$ cat config.mk
export PLATFORM = sky130hd
export DESIGN_NAME = apb_splitter
export DESIGN_NICKNAME = d
export VERILOG_FILES = /design/src/rtl/apb_splitter_pkg.sv /design/src/rtl/apb_timeout.sv /design/src/rtl/apb_splitter.sv
export SDC_FILE = /design/constraint.sdc
export NUM_CORES = 1
export LEC_CHECK = 0
export BUFFER_PORTS_ARGS = -buffer_cell sky130_fd_sc_hd__buf_2
export CAP_MARGIN = 20
export CORE_MARGIN = 8
export CORE_UTILIZATION = 44
export CTS_CLUSTER_DIAMETER = 30
export DETAILED_ROUTE_END_ITERATION = 7
export PLACE_DENSITY_LB_ADDON = 0.25
export SLEW_MARGIN = 15
export SYNTH_ARGS = -nofsm -noshare
export SYNTH_HDL_FRONTEND = slang
export SYNTH_SLANG_ARGS = --single-unit
export TNS_END_PERCENT = 1
$ cat constraint.sdc
create_clock -name clk -period 2.8 [get_ports clk]
set_clock_uncertainty 0.05 [all_clocks]
set_input_delay 0.28 -clock clk [delete_from_list [all_inputs] [get_ports clk]]
set_output_delay 0.28 -clock clk [all_outputs]
set_load 0.02 [all_outputs]
$ cat src/rtl/apb_splitter_pkg.sv
// Shared types and helpers for the APB 1-to-N splitter.
package apb_splitter_pkg;

    typedef enum logic [1:0] {
        IDLE   = 2'd0,
        SETUP  = 2'd1,
        ACCESS = 2'd2,
        RESP   = 2'd3
    } apb_split_state_t;

    // Width of the slave index field; never narrower than one bit.
    function automatic int unsigned idx_width(input int unsigned n);
        return (n <= 2) ? 1 : $clog2(n);
    endfunction

endpackage

$ cat src/rtl/apb_timeout.sv
// ACCESS-phase watchdog: counts enabled cycles since the last clear and flags expiry.
module apb_timeout #(
    parameter int unsigned G_TIMEOUT = 16
) (
    input  logic clk,
    input  logic rst,
    input  logic clear,
    input  logic enable,
    output logic expired
);

    if (G_TIMEOUT == 0) begin : g_off
        logic unused_in;
        assign unused_in = ^{clk, rst, clear, enable};
        assign expired   = 1'b0;
    end else begin : g_on
        localparam int unsigned CW = $clog2(G_TIMEOUT + 1);

        logic [CW-1:0] cnt;

        // Saturates at the limit so expiry stays asserted until the next clear.
        always_ff @(posedge clk) begin
            if (rst || clear) begin
                cnt <= '0;
            end else if (enable && !expired) begin
                cnt <= cnt + CW'(1);
            end
        end

        assign expired = (cnt == CW'(G_TIMEOUT));
    end

endmodule

$ cat src/rtl/apb_splitter.sv
// Registered APB 1-to-N interconnect; unmapped addresses and hung slaves get a local PSLVERR.
module apb_splitter
    import apb_splitter_pkg::*;
#(
    parameter int unsigned G_REGWIDTH        = 32,
    parameter int unsigned G_ADDR_WIDTH      = 32,
    parameter int unsigned G_NUM_SLAVES      = 4,
    parameter int unsigned G_SLAVE_ADDR_BITS = 12,
    parameter int unsigned G_TIMEOUT         = 16
) (
    input  logic                               clk,
    input  logic                               rst,
    // Upstream slave port
    input  logic                               s_apb_psel,
    input  logic                               s_apb_penable,
    input  logic                               s_apb_pwrite,
    input  logic [G_ADDR_WIDTH-1:0]            s_apb_paddr,
    input  logic [G_REGWIDTH-1:0]              s_apb_pwdata,
    input  logic [G_REGWIDTH/8-1:0]            s_apb_pstrb,
    output logic                               s_apb_pready,
    output logic                               s_apb_pslverr,
    output logic [G_REGWIDTH-1:0]              s_apb_prdata,
    // Downstream master ports
    output logic [G_NUM_SLAVES-1:0]            m_apb_psel,
    output logic                               m_apb_penable,
    output logic                               m_apb_pwrite,
    output logic [G_ADDR_WIDTH-1:0]            m_apb_paddr,
    output logic [G_REGWIDTH-1:0]              m_apb_pwdata,
    output logic [G_REGWIDTH/8-1:0]            m_apb_pstrb,
    input  logic [G_NUM_SLAVES-1:0]            m_apb_pready,
    input  logic [G_NUM_SLAVES-1:0]            m_apb_pslverr,
    input  logic [G_NUM_SLAVES*G_REGWIDTH-1:0] m_apb_prdata
);

    localparam int unsigned IDX_W  = idx_width(G_NUM_SLAVES);
    localparam int unsigned HI_LSB = G_SLAVE_ADDR_BITS + IDX_W;

    apb_split_state_t  state;
    logic [IDX_W-1:0]  idx_q;

    logic [IDX_W-1:0]        dec_idx;
    logic                    dec_mapped;
    logic [G_NUM_SLAVES-1:0] dec_onehot;

    logic                  sel_ready;
    logic                  sel_err;
    logic [G_REGWIDTH-1:0] sel_rdata;

    logic tmo_clear;
    logic tmo_enable;
    logic tmo_expired;

    // The upstream ENABLE phase carries no information this block needs.
    logic unused_penable;
    assign unused_penable = s_apb_penable;

    // Address decode: window index plus a check that no bits above it are set.
    assign dec_idx    = s_apb_paddr[G_SLAVE_ADDR_BITS +: IDX_W];
    assign dec_mapped = (32'(dec_idx) < G_NUM_SLAVES) && ((s_apb_paddr >> HI_LSB) == '0);

    always_comb begin
        dec_onehot = '0;
        for (int k = 0; k < G_NUM_SLAVES; k++) begin
            dec_onehot[k] = (dec_idx == IDX_W'(k));
        end
    end

    // Only the latched target's response is observed; other slaves are ignored.
    always_comb begin
        sel_ready = 1'b0;
        sel_err   = 1'b0;
        sel_rdata = '0;
        for (int k = 0; k < G_NUM_SLAVES; k++) begin
            if (idx_q == IDX_W'(k)) begin
                sel_ready = m_apb_pready[k];
                sel_err   = m_apb_pslverr[k];
                sel_rdata = m_apb_prdata[k*G_REGWIDTH +: G_REGWIDTH];
            end
        end
    end

    assign tmo_clear  = (state == SETUP);
    assign tmo_enable = (state == ACCESS) && !sel_ready;

    apb_timeout #(
        .G_TIMEOUT (G_TIMEOUT)
    ) u_timeout (
        .clk     (clk),
        .rst     (rst),
        .clear   (tmo_clear),
        .enable  (tmo_enable),
        .expired (tmo_expired)
    );

    always_ff @(posedge clk) begin
        if (rst) begin
            state         <= IDLE;
            idx_q         <= '0;
            s_apb_pready  <= 1'b0;
            s_apb_pslverr <= 1'b0;
            s_apb_prdata  <= '0;
            m_apb_psel    <= '0;
            m_apb_penable <= 1'b0;
            m_apb_pwrite  <= 1'b0;
            m_apb_paddr   <= '0;
            m_apb_pwdata  <= '0;
            m_apb_pstrb   <= '0;
        end else begin
            unique case (state)
                IDLE: begin
                    if (s_apb_psel) begin
                        idx_q        <= dec_idx;
                        m_apb_paddr  <= s_apb_paddr;
                        m_apb_pwrite <= s_apb_pwrite;
                        m_apb_pwdata <= s_apb_pwdata;
                        m_apb_pstrb  <= s_apb_pstrb;
                        if (dec_mapped) begin
                            m_apb_psel    <= dec_onehot;
                            m_apb_penable <= 1'b0;
                            state         <= SETUP;
                        end else begin
                            s_apb_pready  <= 1'b1;
                            s_apb_pslverr <= 1'b1;
                            s_apb_prdata  <= '0;
                            state         <= RESP;
                        end
                    end
                end
                SETUP: begin
                    m_apb_penable <= 1'b1;
                    state         <= ACCESS;
                end
                ACCESS: begin
                    if (sel_ready) begin
                        m_apb_psel    <= '0;
                        m_apb_penable <= 1'b0;
                        s_apb_pready  <= 1'b1;
                        s_apb_pslverr <= sel_err;
                        s_apb_prdata  <= m_apb_pwrite ? '0 : sel_rdata;
                        state         <= RESP;
                    end else if (tmo_expired) begin
                        m_apb_psel    <= '0;
                        m_apb_penable <= 1'b0;
                        s_apb_pready  <= 1'b1;
                        s_apb_pslverr <= 1'b1;
                        s_apb_prdata  <= '0;
                        state         <= RESP;
                    end
                end
                RESP: begin
                    s_apb_pready  <= 1'b0;
                    s_apb_pslverr <= 1'b0;
                    s_apb_prdata  <= '0;
                    state         <= IDLE;
                end
                default: state <= IDLE;
            endcase
        end
    end

endmodule

==> metrics.txt, run 1 <==
outcome=complete, no violations; CTS Buf Count=17; clock sink total=around 120; GRT Total Usage=0.2256; pin count of the biggest net entering global routing=70; synthesized area per cell=8.916 um^2; H-tree Lvls=4; Placed Area=between 6000 and 7000 um^2; Net Count, Synth=between 800 and 900; critical path peak fanout=33; die width=~130 um; Routed met2 length=between 8000 and 9000 um; Worst EP arrival=2400 ps; CTS Hold Buffers Added=0; highest routed layer=met4; Slew headroom=0.5419; launching element type of the critical path=flip-flop; Starting DRT DRC Count=303; vias per cell=approximately 5.3; Syn Inst Count=approximately 600; flop2flop setup slack=roughly 700 ps; CP Data Required Time=3080 ps; Initial Util=0.4431; Rows=40; Post-layout nets=between 1000 and 1500; ys async rst share=0; minimum clock period=between 2000 and 2500 ps; area delta synth->final=42.51%; CTS resizes=0; Worst Hold Class=in2reg; end of the critical path=m_apb_penable$_SDFFE_PP0P_; # DRC=0; First-pass DRT Iterations=5; CTS max path bufs=2; Post CTS Setup Buffer Count=0; Die Y=125.1 um; Total Neg Setup Slack=0 ps; diodes inserted=0; GRT overflow=0; Worst Tran Pin Value=about 690 ps; mapped cell area=~5200 um^2; Seq/Total Area, Yosys=0.4399; leakage dissipation=between 3 and 4 nW; Post-Route Utilization=0.6315; Reg-to-Reg End=m_apb_penable$_SDFFE_PP0P_; fin crit share=0.7566; vias in the first global route=5236; Top-Level Pins=317; unrepaired setup endpoints after global routing=no; top_reg_cell synth=dfxtp_1; average wire per standard cell=between 15 and 20 um; critical path type=reg2reg; library cells used by synthesis=38; port bufs=between 300 and 400; root buffer cell=clkbuf_16; Final setup viols=0; initial antenna violation count=0; Max Freq=472.1 MHz; maximum VDD drop=~560 uV; Final ANT Viol Nets=0; layout cells sized above 1=0.4462; Final GP Congestion=0.8173; #FFs+latches synth=approximately 120; first-pass GRT wire length=between 20000 and 30000 um; clock slew at reported path FFs=roughly 50 ps; CTS tree=done; max-cap violations=0; Crit. End Element=flip-flop; fillcell total=1065; routed wl met3=about 1800 um; Skew-Pair Late Insertion Delay=about 400 ps; core area=roughly 12000 um^2; reg2reg path depth=6; final instance area=7458 um^2; final hold vios=0; CP Launch Point=m_apb_paddr[12]$_SDFFE_PP0P_; Post-synth EDFFs=0; pre-CTS setup slack=537.8 ps; Setup WS post-layout=681.6 ps; Post-Route WL=between 15000 and 20000 um; PwrDens=about 850 nW/um^2; reg2reg start=m_apb_paddr[12]$_SDFFE_PP0P_; Max Slew Vio Count=0; via count=roughly 5500; synth warn=0; Post-DP HPWL=between 10000 and 15000 um; Metal-1 WL=7115 um; Die ar.=15640 um^2
## cell type report
class,count,area (um^2),share of cell area
clock inverter,11,135.1,0.01812
tap,147,183.9,0.02466
inverter,8,30.03,0.004026
clock buffer,21,450.4,0.06039
timing repair buffer,326,1684,0.2258
multi-input combinational,411,2671,0.3582
sequential,115,2303,0.3088
## worst min path at each step
stage / cells past startpoint / start / to
3_3_place_gp: 2 / m_apb_pwdata[30]$_SDFFE_PP0P_ / m_apb_pwdata[30]$_SDFFE_PP0P_
2_1_floorplan: 2 / s_apb_paddr[0] / m_apb_paddr[0]$_SDFFE_PP0P_
6_report: 3 / s_apb_pwdata[31] / m_apb_pwdata[31]$_SDFFE_PP0P_
5_1_grt: 3 / s_apb_pwdata[18] / m_apb_pwdata[18]$_SDFFE_PP0P_
4_1_cts: 3 / s_apb_pwdata[6] / m_apb_pwdata[6]$_SDFFE_PP0P_
3_5_place_dp: 2 / m_apb_paddr[7]$_SDFFE_PP0P_ / m_apb_paddr[7]$_SDFFE_PP0P_
## metrics by stage
| stage | instances | power, mW | hold WS [ps] |
|---|---|---|---|
| after CTS | 1039 | 6.362 | 41.52 |
| after floorplan | 587 | 3.579 | 366.0 |
| after global routing | 1039 | 6.662 | 48.93 |
| final | 1039 | 6.314 | 58.30 |
| after global placement | 1007 | 4.193 | 388.7 |
| after detailed placement | 1007 | 4.211 | 393.0 |
## placed cells by master (no fill, tap or decap), drive strengths merged, types with 7 or more instances in the layout
| cell | netlist | final |
|---|---|---|
| nand3 | 35 | 35 |
| buf | 17 | 326 |
| nand2 | 149 | 149 |
| ha | 7 | 7 |
| nand4 | 34 | 34 |
| dfxtp | 115 | 115 |
| a21oi | 74 | 74 |
| mux4 | 33 | 33 |
| clkbuf | 36 | 21 |
| inv | 8 | 8 |
| nor2 | 9 | 9 |
| o21ai | 36 | 36 |
## sequential cells by signal, summed over array words and instances, names as in the netlist
register            count
m_apb_paddr            32
m_apb_pwdata           32
s_apb_prdata           32
u_timeout.g_on.cnt      5
m_apb_psel              4
m_apb_pstrb             4
state                   2
m_apb_penable           1
m_apb_pwrite            1
s_apb_pready            1
s_apb_pslverr           1
## layer usage
metal | GRT usage | vias up
li1 | - | 2665
met4 | 0.07808 | 0
met1 | 0.2521 | 2537
met2 | 0.3819 | 238
met5 | 0 | -
met3 | 0.09137 | 25
## kinds of logic after synthesis
kind of cell / after synthesis / synth area share
and+or+nand+nor: 244 / 0.2118
AOI/OAI and AO/OA: 118 / 0.1224
DFF: 115 / 0.4399
buffers and inverters: 61 / 0.05092
muxes: 38 / 0.1516
adders and majority gates: 7 / 0.01673
xor gates and xnor gates: 4 / 0.006695
## worst max-delay path, cell delays in order, from the launching register on
cell and delay [ps]:
dfxtp_2 320, mux4_2 380, buf_4 350, nor3_2 160
or2_2 330, or3b_1 350, a21oi_1 120
## cell usage after synthesis, drive strengths merged, types with 2 or more instances
master	number	area, um^2
nand4	34	212.7
nand2	149	559.3
mux4	33	743.2
nand3	35	175.2
clkbuf	36	138.9
a21oi	74	370.4
o32ai	2	36.29
o21ai	36	180.2
buf	17	97.59
nor2	9	33.78
dfxtp	115	2302
or4	4	30.03
ha	7	87.58
mux2i	5	50.05
inv	8	30.03
nand2b	2	12.51
or2	2	12.52
xor2	3	26.28
nor3	4	25.02
a311o	2	21.27
## where the power goes
group          internal, mW  switching (mW)
Clock                  1.41           0.728
Sequential             1.88           0.120
Combinational         0.782            1.39
Total                  4.08            2.24
No activity file was read; power rests on OpenSTA's default activity.
==> inputs of run 2 (changes only) <==
- ABC_AREA: not set -> 1
- CORE_UTILIZATION: 44 -> 40
- clock period: 2.8 -> 1.75 ns (I/O delays scaled with it)
==> run 2 against run 1 <==
Sequential share of layout area down 5.3 points; design area up 21%; clock power up 53%; register-to-register slack worse by 600 ps; die area up 17%; count of clock-buffer cells in the layout up 3; power up 150%; critical endpoint is now s_apb_prdata[23]$_SDFFE_PP0P_; non-clock buffer count up 97; combinational power rose to 3.8 times the previous value.
==> metrics.txt, run 2 <==
clock share of power=0.210; Worst Hold Class=in2reg; Final GP Congestion=around 0.9; Switching Share=0.4341; commonest non-fill, non-tap cell in the layout=buf_2; # DRC=0; root buffer cell=clkbuf_16; vias per cell=around 4.9; Die Y=roughly 140 um; top_reg_cell synth=dfxtp_1; CTS tree=done; cells along the critical path=inv_2, ha_2, nand2_1, nor2_1, nor2_2, nand3_4, nand2_4, nor2_4, buf_12, buf_12, nand2_1, nand2_1, nor2_1; unrepaired setup endpoints after global routing=yes; vias in the first global route=between 6000 and 7000; count leader, synth=nor2_1; area delta synth->final=59.50%; Int Pwr=slightly below 9 mW; Net Count, Synth=1069; sequential power share=0.266; leakage dissipation=4.630 nW; clock slew at reported path FFs=roughly 50 ps; Worst EP arrival=1920 ps; GRT Total Usage=0.2420; layout cells sized above 1=0.3628; fin cells=~1400; Initial Util=0.4084; Post-Route WL=~23000 um; slowest CP cell=dfxtp_2; Skew-Pair Late Insertion Delay=around 410 ps; top cells by area, synth=dfxtp_1 41%, nor2_1 16%, nand2_1 11%, o21ai_0 8.6%, nand3_1 3.4%; CP dominant cell by count=nand2_1; outcome=complete, no violations; #FFs+latches synth=between 100 and 150; Rows=43; Slew headroom=0.7576; Final ANT Viol Nets=0; critical path peak fanout=17; die width=between 100 and 150 um; Post-layout nets=around 1500; CTS max path bufs=2; Seq/Total Area, Yosys=0.4061; initial antenna violation count=5; Post-DP HPWL=roughly 17000 um; largest registers=m_apb_paddr x32, m_apb_pwdata x32, s_apb_prdata x32; synth warn=0; post-synth top area cell=dfxtp_1; Max Slew Vio Count=0; synthesized area per cell=approximately 6.6 um^2; Comb pwr share=0.524; mapped cell area=between 5000 and 6000 um^2; Die ar.=18240 um^2; launching element type of the critical path=flip-flop; Final setup viols=0; First-pass DRT Iterations=5; core area=~14000 um^2; Top-Level Pins=between 300 and 400; Crit. End Element=flip-flop; CP max stage delay=320 ps; critical path type=reg2reg; first-pass GRT wire length=34830 um; Syn Inst Count=853; most frequent cells in the layout=315 x buf_2, 228 x nor2_1, 165 x nand2_1, 109 x dfxtp_1, 97 x o21ai_0; Post-synth top cells=239 x nor2_1, 171 x nand2_1, 115 x dfxtp_1; Worst Tran Pin Value=359.8 ps; minimum clock period=about 1700 ps; Starting DRT DRC Count=between 400 and 500; H-tree Lvls=4; PwrDens=between 1500 and 2000 nW/um^2; ys async rst share=0; via count=~7100; CTS Buf Count=17; placed insts=1327; Total Neg Setup Slack=0 ps; port bufs=315; maximum VDD drop=approximately 960 uV; Post-synth EDFFs=0; fin crit share=0.9520; average wire per standard cell=roughly 16 um; net switching power figure=about 6.8 mW; clock sink total=approximately 120; GRT overflow=0; Max Freq=about 600 MHz; Synth top area share=0.4061; final hold vios=0; library cells used by synthesis=31; pin count of the biggest net entering global routing=76; CP Data Required Time=roughly 2000 ps; max-cap violations=0
[run 2: changes by cell type in the layout (fill, tap and decap cells not counted), sizes merged, moves of 18 or more]
cell         before  now
a21oi            74    7
buf             326  356
dlygate4sd3       0   65
inv               8   43
mux4             33    0
nand2           149  173
nand4            34    2
nor2              9  263
o2111ai           0   18
o21ai            36   97
[run 2: through the flow]
step                        util  power (mW)  hold slack (ps)  setup slack (ps)  area [um^2]
final                     0.6514       15.56            11.47             84.01         9042
after CTS                 0.6330       14.95            9.173             6.630         8786
after global routing      0.6514       16.67            30.76            -11.51         9042
after detailed placement  0.5449       11.51            344.7            -15.29         7564
after floorplan                -       8.970            194.1             5.856         5672
after global placement    0.5449       11.42            336.3             10.11         7564
[run 2: layer usage]
layer | global-route usage | routed length, um
met1 | 0.2755 | 8884
met2 | 0.4153 | 11760
met3 | 0.06798 | 1881
met4 | 0.1030 | 635
met5 | 0 | 0
[run 2: worst paths after layout]
kind	startpoint	endpoint	slack (ps)	depth (start not counted)
worst max-delay path	u_timeout.g_on.cnt[0]$_SDFFE_PP0P_	s_apb_prdata[23]$_SDFFE_PP0P_	80	13
worst min-delay path	s_apb_paddr[20]	m_apb_paddr[20]$_SDFFE_PP0P_	10	3
worst max register to register	u_timeout.g_on.cnt[0]$_SDFFE_PP0P_	s_apb_prdata[23]$_SDFFE_PP0P_	80	13
worst min register to register	u_timeout.g_on.cnt[1]$_SDFFE_PP0P_	u_timeout.g_on.cnt[1]$_SDFFE_PP0P_	400	2
[run 2: critical path, delay by kind of cell (launching register included)]
family                     cells  cell delay (ps)
and+or+nand+nor                9              650
DFF                            1              320
buffers and inverters          3              370
adders and majority gates      1              150
[run 2: power by group through the flow]
stage,combinational (mW),clock [mW],sequential (mW)
4_1_cts,7.53,3.32,4.10
5_1_grt,8.96,3.46,4.25
2_1_floorplan,3.75,0,5.22
3_3_place_gp,7.31,0,4.11
3_5_place_dp,7.37,0,4.14
6_report,8.16,3.27,4.14
[run 2: cells by family (layout without fill, tap and decap cells)]
kind of cell | count (synthesis) | in the layout | synth area share
AO/OA/AOI/OAI | 139 | 139 | 0.1417
XOR/XNOR | 1 | 1 | 0.001545
adder cells (fa/ha/maj) | 7 | 7 | 0.01545
buffers and inverters | 99 | 500 | 0.07724
flip-flops | 115 | 115 | 0.4061
other | 0 | 5 | 0
AND/OR/NAND/NOR | 492 | 492 | 0.3580
[run 2: area by class of cell]
type	count	area (um^2)
Antenna cell	5	12.51
Clock buffer	24	491.7
Clock inverter	8	76.32
Fill cell	1228	4838
Inverter	44	176.4
Multi-Input combinational cell	639	3017
Sequential cell	115	2312
Tap cell	180	225.2
Timing Repair Buffer	423	2724
Timing Repair inverter	1	7.507
[run 2: timing repair]
| action | in CTS | in global routing |
|---|---|---|
| cloned | 0 | 3 |
| hold buffers | 65 | 0 |
| buffers inserted | 0 | 7 |
| gates resized for setup | 2 | 42 |
| endpoints found under the setup margin | 25 | 41 |
| hold endpoints to repair | 65 | 0 |
| pin swaps | 1 | 12 |
